$ cat src/rtl/downlink_transmitter_if.sv
// Frame handoff from the DL FEC engine/FIFO into the downlink serializer.
interface downlink_transmitter_if #(parameter int LONG_BITS = 80);
  logic                 frame_valid;
  logic                 frame_ready;
  logic                 frame_enc_used;
  logic [LONG_BITS-1:0] frame_data;

  modport master (output frame_valid, frame_enc_used, frame_data, input frame_ready);
  modport slave  (input frame_valid, frame_enc_used, frame_data, output frame_ready);
endinterface

$ cat src/rtl/downlink_transmitter.sv
// Downlink serializer: preamble + FEC frame bits, LSB first, at a programmable bit period.
// Optional DL_TX_PARITY_EN appends one even-parity bit after the last frame bit.
module downlink_transmitter #(
  parameter int SERIAL_DIV_WIDTH = 8,
  parameter int PREAMBLE_COUNT   = 8,
  parameter int SHORT_BITS       = 24,
  parameter int LONG_BITS        = 80,
  parameter int GAP_BITS         = 2
) (
  input  logic                        clk,
  input  logic                        rst_n,
  input  logic [SERIAL_DIV_WIDTH-1:0] clk_div,
  input  logic                        tx_enable,
  downlink_transmitter_if.slave       frm,
  output logic                        dl_out,
  output logic                        dl_en,
  output logic                        busy,
  output logic                        frame_done,
  output logic                        frame_aborted,
  output logic [7:0]                  frame_cnt
);
  localparam logic [1:0] S_IDLE     = 2'd0;
  localparam logic [1:0] S_PREAMBLE = 2'd1;
  localparam logic [1:0] S_DATA     = 2'd2;
  localparam logic [1:0] S_GAP      = 2'd3;
`ifdef DL_TX_PARITY_EN
  localparam int PAR_BITS = 1;
`else
  localparam int PAR_BITS = 0;
`endif
  localparam int CW = $clog2(LONG_BITS + PREAMBLE_COUNT + GAP_BITS + 2);
  typedef logic [CW-1:0] cnt_t;

  logic [1:0]                  state_q, state_d;
  logic                        lead_q, lead_d;
  logic                        short_q, short_d;
  logic [SERIAL_DIV_WIDTH-1:0] div_q, div_d, tick_q, tick_d;
  cnt_t                        bit_q, bit_d;
  logic [LONG_BITS-1:0]        sreg_q, sreg_d;
  logic                        done_q, done_d, abort_q, abort_d;
  logic [7:0]                  fcnt_q, fcnt_d;
  logic                        accept, last_tick, last_data, data_bit;

  assign frm.frame_ready = (state_q == S_IDLE) && tx_enable;
  assign accept          = frm.frame_valid && frm.frame_ready;
  assign last_tick       = (tick_q == div_q);
  assign last_data       = (bit_q == (short_q ? cnt_t'(SHORT_BITS + PAR_BITS - 1)
                                              : cnt_t'(LONG_BITS + PAR_BITS - 1)));

`ifdef DL_TX_PARITY_EN
  logic par_q;
  always_ff @(posedge clk or negedge rst_n)
    if (!rst_n)      par_q <= 1'b0;
    else if (accept) par_q <= frm.frame_enc_used ? ^frm.frame_data[SHORT_BITS-1:0]
                                                 : ^frm.frame_data;
  assign data_bit = last_data ? par_q : sreg_q[0];
`else
  assign data_bit = sreg_q[0];
`endif

  // The cycle after accept is a lead cycle (line still idle) so the first
  // preamble bit appears one cycle after the accept edge and the FSM leaves
  // S_DATA on the same edge frame_done rises.
  always_comb begin
    state_d = state_q;
    lead_d  = lead_q;
    short_d = short_q;
    div_d   = div_q;
    tick_d  = tick_q;
    bit_d   = bit_q;
    sreg_d  = sreg_q;
    fcnt_d  = fcnt_q;
    done_d  = 1'b0;
    abort_d = 1'b0;
    case (state_q)
      S_IDLE: if (accept) begin
        state_d = S_PREAMBLE;
        lead_d  = 1'b1;
        short_d = frm.frame_enc_used;
        div_d   = clk_div;
        sreg_d  = frm.frame_data;
        tick_d  = '0;
        bit_d   = '0;
      end
      S_PREAMBLE: begin
        if (lead_q) lead_d = 1'b0;
        else if (!last_tick) tick_d = tick_q + 1'b1;
        else begin
          tick_d = '0;
          if (bit_q == cnt_t'(PREAMBLE_COUNT - 1)) begin
            state_d = S_DATA;
            bit_d   = '0;
          end else bit_d = bit_q + 1'b1;
        end
      end
      S_DATA: begin
        if (!last_tick) tick_d = tick_q + 1'b1;
        else begin
          tick_d = '0;
          sreg_d = sreg_q >> 1;
          if (last_data) begin
            state_d = (GAP_BITS > 0) ? S_GAP : S_IDLE;
            bit_d   = '0;
            done_d  = 1'b1;
            fcnt_d  = fcnt_q + 8'd1;
          end else bit_d = bit_q + 1'b1;
        end
      end
      default: begin
        if (!last_tick) tick_d = tick_q + 1'b1;
        else begin
          tick_d = '0;
          if (bit_q == cnt_t'(GAP_BITS - 1)) state_d = S_IDLE;
          else bit_d = bit_q + 1'b1;
        end
      end
    endcase
    // Disable drops the frame outright; it is never retried.
    if (state_q != S_IDLE && !tx_enable) begin
      state_d = S_IDLE;
      done_d  = 1'b0;
      abort_d = 1'b1;
      fcnt_d  = fcnt_q;
    end
  end

  always_ff @(posedge clk or negedge rst_n) begin
    if (!rst_n) begin
      state_q <= S_IDLE;
      lead_q  <= 1'b0;
      short_q <= 1'b0;
      div_q   <= '0;
      tick_q  <= '0;
      bit_q   <= '0;
      sreg_q  <= '0;
      done_q  <= 1'b0;
      abort_q <= 1'b0;
      fcnt_q  <= '0;
    end else begin
      state_q <= state_d;
      lead_q  <= lead_d;
      short_q <= short_d;
      div_q   <= div_d;
      tick_q  <= tick_d;
      bit_q   <= bit_d;
      sreg_q  <= sreg_d;
      done_q  <= done_d;
      abort_q <= abort_d;
      fcnt_q  <= fcnt_d;
    end
  end

  assign dl_en         = ((state_q == S_PREAMBLE) && !lead_q) || (state_q == S_DATA);
  assign dl_out        = ((state_q == S_PREAMBLE) && !lead_q) ? ~bit_q[0] :
                         (state_q == S_DATA) ? data_bit : 1'b0;
  assign busy          = (state_q != S_IDLE);
  assign frame_done    = done_q;
  assign frame_aborted = abort_q;
  assign frame_cnt     = fcnt_q;
endmodule

$ cat src/flat_wrapper.sv
// flat-port wrapper written by rule: the top's interface ports become plain ports
module downlink_transmitter_flat 
#(
  parameter int SERIAL_DIV_WIDTH = 8,
  parameter int PREAMBLE_COUNT   = 8,
  parameter int SHORT_BITS       = 24,
  parameter int LONG_BITS        = 80,
  parameter int GAP_BITS         = 2
)
  (clk, rst_n, clk_div, tx_enable, dl_out, dl_en, busy, frame_done, frame_aborted, frame_cnt, frm_frame_valid, frm_frame_enc_used, frm_frame_data, frm_frame_ready);
  downlink_transmitter_if #(.LONG_BITS(LONG_BITS)) frm_i ();
  input  logic clk;
  input  logic rst_n;
  input  logic [SERIAL_DIV_WIDTH-1:0] clk_div;
  input  logic tx_enable;
  output logic dl_out;
  output logic dl_en;
  output logic busy;
  output logic frame_done;
  output logic frame_aborted;
  output logic [7:0] frame_cnt;
  input wire logic [$bits(frm_i.frame_valid)-1:0] frm_frame_valid;
  input wire logic [$bits(frm_i.frame_enc_used)-1:0] frm_frame_enc_used;
  input wire logic [$bits(frm_i.frame_data)-1:0] frm_frame_data;
  output wire logic [$bits(frm_i.frame_ready)-1:0] frm_frame_ready;
  assign frm_i.frame_valid = frm_frame_valid;
  assign frm_i.frame_enc_used = frm_frame_enc_used;
  assign frm_i.frame_data = frm_frame_data;
  assign frm_frame_ready = frm_i.frame_ready;
  downlink_transmitter #(.SERIAL_DIV_WIDTH(SERIAL_DIV_WIDTH), .PREAMBLE_COUNT(PREAMBLE_COUNT), .SHORT_BITS(SHORT_BITS), .LONG_BITS(LONG_BITS), .GAP_BITS(GAP_BITS)) u_core (.clk(clk), .rst_n(rst_n), .clk_div(clk_div), .tx_enable(tx_enable), .frm(frm_i), .dl_out(dl_out), .dl_en(dl_en), .busy(busy), .frame_done(frame_done), .frame_aborted(frame_aborted), .frame_cnt(frame_cnt));
endmodule
$ cat config.mk
export PLATFORM = sky130hd
export DESIGN_NAME = downlink_transmitter_flat
export DESIGN_NICKNAME = d
export VERILOG_FILES = /design/src/rtl/downlink_transmitter_if.sv /design/src/rtl/downlink_transmitter.sv /design/src/flat_wrapper.sv
export SDC_FILE = /design/constraint.sdc
export NUM_CORES = 1
export LEC_CHECK = 0
export CELL_PAD_IN_SITES_DETAIL_PLACEMENT = 0
export CELL_PAD_IN_SITES_GLOBAL_PLACEMENT = 1
export CORE_MARGIN = 1.5
export CORE_UTILIZATION = 39
export CTS_CLUSTER_DIAMETER = 200
export DETAILED_ROUTE_END_ITERATION = 16
export GPL_TIMING_DRIVEN = 0
export PLACE_DENSITY_LB_ADDON = 0.12
export SLEW_MARGIN = 20
export SYNTH_ARGS = -nofsm -noshare
export SYNTH_HDL_FRONTEND = slang
export SYNTH_SLANG_ARGS = --single-unit
$ cat constraint.sdc
create_clock -name clk -period 4.2 [get_ports clk]
set_clock_uncertainty 0.1 [all_clocks]
set_input_delay 0.84 -clock clk [delete_from_list [all_inputs] [get_ports clk]]
set_output_delay 0.84 -clock clk [all_outputs]
set_load 0.02 [all_outputs]
==> summary.md <==
| Metric | Value |
|---|---|
| Status | `completed` |
| Antenna viol nets, final | `0` |
| Skew-Pair Late Insertion Delay | `about 0.42 ns` |
| Critical Path RT | `around 3.3 ns` |
| Post-Route WL | `between 10,000 and 15,000 µm` |
| GRT Total Usage | `0.170` |
| Synth Cell Area | `5730 µm²` |
| Worst hold path class | `in2async` |
| Root Driver | `clkbuf_16` |
| Iteration-0 DRC Markers | `approximately 220` |
| Share of layout cells above drive strength 1 | `0.106` |
| Die height | `roughly 120 µm` |
| Slew at the pin closest to its max-slew limit | `a little over 0.7 ns` |
| DR pass1 iterations | `4` |
| Post-CTS sizing | `0` |
| Crit Path Max Fanout | `10` |
| # diodes | `0` |
| Synth-to-layout area growth | `32.1%` |
| Post-synth EDFFs | `0` |
| Max clock buf depth | `2` |
| Cell leakage power | `approximately 3.3 nW` |
| Post-synthesis sequential area ratio | `0.511` |
| H-tree levels | `4` |
| Syn. warnings | `0` |
| Power per cell area | `between 600 and 700 nW/µm²` |
| Fin crit share | `0.933` |
| Cell Chain, Critical Path | `inv_1, ha_1, clkbuf_8, buf_2, buf_1, nand3_1, o21ai_0, clkdlybuf4s50_1` |
| Reg2reg setup slack | `1.90 ns` |
| Placed cell area | `about 7100 µm²` |
| Slowest stage delay, CP | `between 0.6 and 0.7 ns` |
| Port buffer count | `106` |
| #FFs+latches synth | `117` |
| Boundary Pins | `107` |
| CP startpoint kind | `register` |
| Most frequent cells in the layout | `dfrtp_1 (117), clkdlybuf4s50_1 (105), nand2_1 (92)` |
| Worst slew margin | `0.518` |
| Total core area | `~14,000 µm²` |
| Post-layout instance area | `~7600 µm²` |
| Fin nets | `760` |
| Fin. Hold Viols | `0` |
| Clk slew on worst S/H paths | `0.05 ns` |
| Post-synthesis cell count | `about 530` |
| CP delay by family, top | `buffers and inverters` |
| Rows | `44` |
| DP HPWL | `8870 µm` |
| Slowest CP cell | `clkdlybuf4s50_1` |
| Max Slew Vio Count | `0` |
| Final min period | `between 3 and 4 ns` |
| Vias in the first global route | `roughly 4,400` |
| Setup bufs post-CTS | `0` |
| Crit path DAT | `roughly 3.0 ns` |
| Setup Crit Path Kind | `reg2out` |
| Die Area | `approximately 15,000 µm²` |
| CTS tree | `built` |
| Leading cell type in the layout, fill and taps excluded | `dfrtp_1` |
| Main synth FF type | `dfrtp_1` |
| CP Capture Type | `primary output` |
| Initial antenna violation count | `0` |
| Setup Viol. Count Final | `0` |
| GRT Residual Overflow | `0` |
| Largest net degree at the start of global routing | `between 60 and 70` |
| Synth cell types | `just over 50` |
| Critical path buffers and inverters | `5` |
| Synthesized area per cell | `about 11 µm²` |
| Initial core utilization | `0.398` |
| Hold slack | `roughly 0.32 ns` |
| Routed vias/inst | `about 5` |
| Tot Pwr | `5.23 mW` |
| Sink Count | `117` |
| Ys async rst share | `1.00` |
| TritonCTS buffer count | `17` |
| Global-route wire length before repair | `around 21,000 µm` |
| RSZ-0062 raised after global routing | `no` |
| RePlAce Congestion | `just under 0.8` |
| Max VDD drop | `~350 µV` |
| DR WL/cell | `around 15 µm` |
| Hold_buf cts | `0` |
| Vias | `~4,300` |
| DRC violations left | `0` |
| Synthesized Nets | `roughly 630` |
| Fmax | `255 MHz` |
| Die width | `~120 µm` |
| Max cap viols | `0` |
-- layout make-up --
| type | count | area [µm²] |
|---|---|---|
| Fill cell | 1355 | 6850 |
| Clock buffer | 22 | 464 |
| Inverter | 6 | 22.5 |
| Timing Repair Buffer | 107 | 1090 |
| Clock inverter | 10 | 57.6 |
| Multi-Input combinational cell | 380 | 2620 |
| Buffer | 29 | 161 |
| Tap cell | 184 | 230 |
| Sequential cell | 117 | 2930 |
-- final timing paths --
kind	start	endpoint	cells past startpoint
max	u_core.state_q[0]	dl_out	8
min	rst_n	u_core.tick_q[4]	1
max reg2reg	u_core.state_q[0]	u_core.frame_cnt[5]	8
min reg2reg	u_core.frame_cnt[7]	u_core.frame_cnt[7]	1
max in group asynchronous	rst_n	u_core.sreg_q[61]	2
min in group clk	u_core.frame_cnt[7]	u_core.frame_cnt[7]	1
-- synthesized netlist by cell type, types with 2 or more instances --
master    instances  share of area
and4bb_1          3         0.0065
mux2i_1          80           0.14
nand3_2           2         0.0035
clkbuf_1         14         0.0092
buf_4             7         0.0092
nand3_1          10         0.0087
and2_1            2         0.0022
nor3_1            3         0.0026
nand2b_1          2         0.0022
buf_2             5         0.0044
xor2_1            9          0.014
xnor2_1          11          0.017
o21ai_0          83          0.072
mux2_2           11          0.022
nor4_4            2         0.0074
a21boi_0          2         0.0026
a21oi_1           3         0.0026
nand2_1          92          0.060
and3_1            3         0.0033
clkbuf_8          2         0.0048
nand4_1           3         0.0033
nor2_1           16          0.010
a22o_1            4         0.0061
dfrtp_1         117           0.51
o21ai_1           7         0.0061
inv_1             6         0.0039
ha_1              9          0.020
-- per-layer routing --
| layer | global-route usage | share of wire | vias up | wire length (µm) |
|---|---|---|---|---|
| met5 | 0 | 0 | - | 0 |
| met4 | 0.0575 | 0.012 | 0 | 151 |
| met3 | 0.0631 | 0.051 | 12 | 632 |
| met2 | 0.282 | 0.49 | 69 | 6140 |
| met1 | 0.204 | 0.45 | 2066 | 5570 |
| li1 | - | - | 2113 | - |
-- state kept, by name (all words and copies together), names as in the netlist --
register and flops:
u_core.bit_q 7, u_core.div_q 8, u_core.frame_aborted 1, u_core.frame_cnt 8, u_core.frame_done 1, u_core.lead_q 1
u_core.short_q 1, u_core.sreg_q 80, u_core.state_q 2, u_core.tick_q 8
-- through the flow --
| step | TNS [ns] | cells | util | worst slack [ns] |
|---|---|---|---|---|
| 2_1_floorplan | 0 | 532 | - | 1.51 |
| 3_3_place_gp | -292.40 | 822 | 0.487 | -2.51 |
| 3_5_place_dp | 0 | 823 | 0.489 | 0.664 |
| 4_1_cts | 0 | 855 | 0.525 | 0.224 |
| 5_1_grt | 0 | 855 | 0.525 | 0.0463 |
| 6_report | 0 | 855 | 0.525 | 0.281 |
-- power by group --
group	switching, mW	internal (mW)
Combinational	1.15	0.917
Clock	0.504	0.775
Sequential	0.285	1.61
Total	1.93	3.30
-- kinds of logic after synthesis --
logic type                 synth area share
xor gates and xnor gates             0.0334
and+or+nand+nor                       0.131
adders and majority gates            0.0196
buffers and inverters                0.0321
AOI/OAI and AO/OA                     0.110
DFF                                   0.511
muxes                                 0.163
Power figures use the tool's default switching activity.
==> RTL change (same settings) <==
Register the output `frame_cnt` once more, with the module's reset; this adds one clock of latency there. The other outputs are not delayed to match.
--- a/src/rtl/downlink_transmitter.sv
+++ b/src/rtl/downlink_transmitter.sv
@@ -156,6 +156,12 @@
   assign busy          = (state_q != S_IDLE);
   assign frame_done    = done_q;
   assign frame_aborted = abort_q;
-  assign frame_cnt     = fcnt_q;
+  always_ff @(posedge clk or negedge rst_n) begin
+    if (!rst_n) begin
+      frame_cnt <= '0;
+    end else begin
+      frame_cnt <= fcnt_q;
+    end
+  end
 endmodule
 
Behaviour: no difference found for any inputs over 10 cycles, from zero or initial values and one cycle with rst_n low; that may be too few to reach the edited logic, so the function may still have changed.
==> RTL change against the original RTL <==
  * Sequential cell count grew 8
  * Final area grew 1.8%
  * Non-clock buffer count shrank 1
  * Synthesized area grew 1.4%
  * Power grew 2.7%
  * Maximum frequency grew 3.9%
  * Setup slack gained 0.15 ns
  * Routed wire length grew 4.8%
  * Synthesized cell count grew 1.1%
==> RTL change: results (changes against the original RTL) <==
\begin{tabular}{lr}
\hline
Metric & Value \\
\hline
\multicolumn{2}{l}{\textbf{Global route}} \\
\quad Via count of the first global-routing pass & 4474 (+1.7\%) \\
\quad Wire length of the first global-routing pass & 21800 um (+3.5\%) \\
\quad Met3 GRT Util & 0.0586 (-0.00452) \\
\quad Met1 track demand over resource in global routing & 0.222 (+0.0183) \\
\quad Global-route total usage across every layer & 0.175 (+0.00449) \\
\multicolumn{2}{l}{\textbf{Synthesis}} \\
\quad Post-synth top cells & sky130\_fd\_sc\_hd\_\_dfrtp\_1 (125), sky130\_fd\_sc\_hd\_\_nand2\_1 (93), sky130\_fd\_sc\_hd\_\_o21ai\_0 (89) \\
\quad Synth cell types & 44 (-14\%) \\
\quad Area contributors post-synth & sky130\_fd\_sc\_hd\_\_dfrtp\_1 (54\%), sky130\_fd\_sc\_hd\_\_mux2i\_1 (14\%), sky130\_fd\_sc\_hd\_\_o21ai\_0 (7.7\%) \\
\quad Synthesized netlist net count & 640 (+0.95\%) \\
\quad Sequential-to-total area share from yosys stat & 0.538 (+0.0274) \\
\quad Instance count of the mapped netlist & 538 (+1.1\%) \\
\multicolumn{2}{l}{\textbf{STA}} \\
\quad Final hold slack & 0.200 ns (-0.124 ns) \\
\quad Pin slew with the least headroom to its limit & 0.784 ns (+0.0612 ns) \\
\quad Post-layout minimum cycle time & 3.77 ns (-0.146 ns) \\
\multicolumn{2}{l}{\textbf{Placement}} \\
\quad Detailed Place HPWL & 9070 um (+2.3\%) \\
\quad Cells after DPL & 829 (+0.73\%) \\
\quad Post-place setup slack & 0.126 ns (-0.538 ns) \\
\quad Post-Place Cell Area & 0.00714 mm\^{}2 (+1.2\%) \\
\multicolumn{2}{l}{\textbf{Clocking}} \\
\quad CTS resizes & 1 (+1) \\
\multicolumn{2}{l}{\textbf{Worst setup path}} \\
\quad Register-to-register path setup slack & 1.46 ns (-0.44 ns) \\
\quad Worst EP arrival & 2.83 ns (-0.15 ns) \\
\quad Reg-to-Reg End & u\_core.sreg\_q[75] \\
\quad Top fanout value on the critical path & 19 (+9) \\
\multicolumn{2}{l}{\textbf{Power and ir drop}} \\
\quad Leakage Power & 3.36 nW (+3.0\%) \\
\quad Internal power of the cells & 0.00347 W (+5.2\%) \\
\quad Maximum resistive drop on vdd & 0.000348 V (+0.71\%) \\
\multicolumn{2}{l}{\textbf{Layout}} \\
\quad Nets@finish & 765 (+0.66\%) \\
\multicolumn{2}{l}{\textbf{Outcome}} \\
\quad Status & completed \\
\multicolumn{2}{l}{\textbf{Detailed routing}} \\
\quad DR WL met3 & 678 um (+7.3\%) \\
\quad Vias after detailed routing & 4341 (+1.9\%) \\
\quad WL final & 13100 um (+4.8\%) \\
\quad Routed WL per cell & 15.2 um (+4.2\%) \\
\quad DRC violation total after the first TritonRoute iteration & 218 (+1.4\%) \\
\hline
\end{tabular}
==> RTL change: final cells by class <==
cell class | count | area [um^2]
clock buffer | 26 | 489
fill | 1364 | 6820
clock inverter | 6 | 83.8
multi-input combinational | 378 | 2520
buffer | 28 | 144
tap | 184 | 230
timing repair buffer | 107 | 1090
inverter | 6 | 22.5
sequential | 125 | 3130
==> RTL change: logic make-up after synthesis <==
family                     count (synthesis)  share of synthesized area
AOI/OAI and AO/OA                        108                      0.102
buffers and inverters                     35                     0.0290
DFF                                      125                      0.538
adders and majority gates                  9                     0.0194
xor gates and xnor gates                  21                     0.0316
and+or+nand+nor                          148                      0.120
muxes                                     92                      0.161
==> RTL change: power groups by stage <==
stage               combinational [W]  sequential (W)  clock, W
global route                  0.00226         0.00203   0.00152
CTS                           0.00200         0.00197   0.00146
global placement              0.00194         0.00196         0
floorplan                     0.00146         0.00190         0
finish                        0.00198         0.00197   0.00142
detailed placement            0.00200         0.00198         0
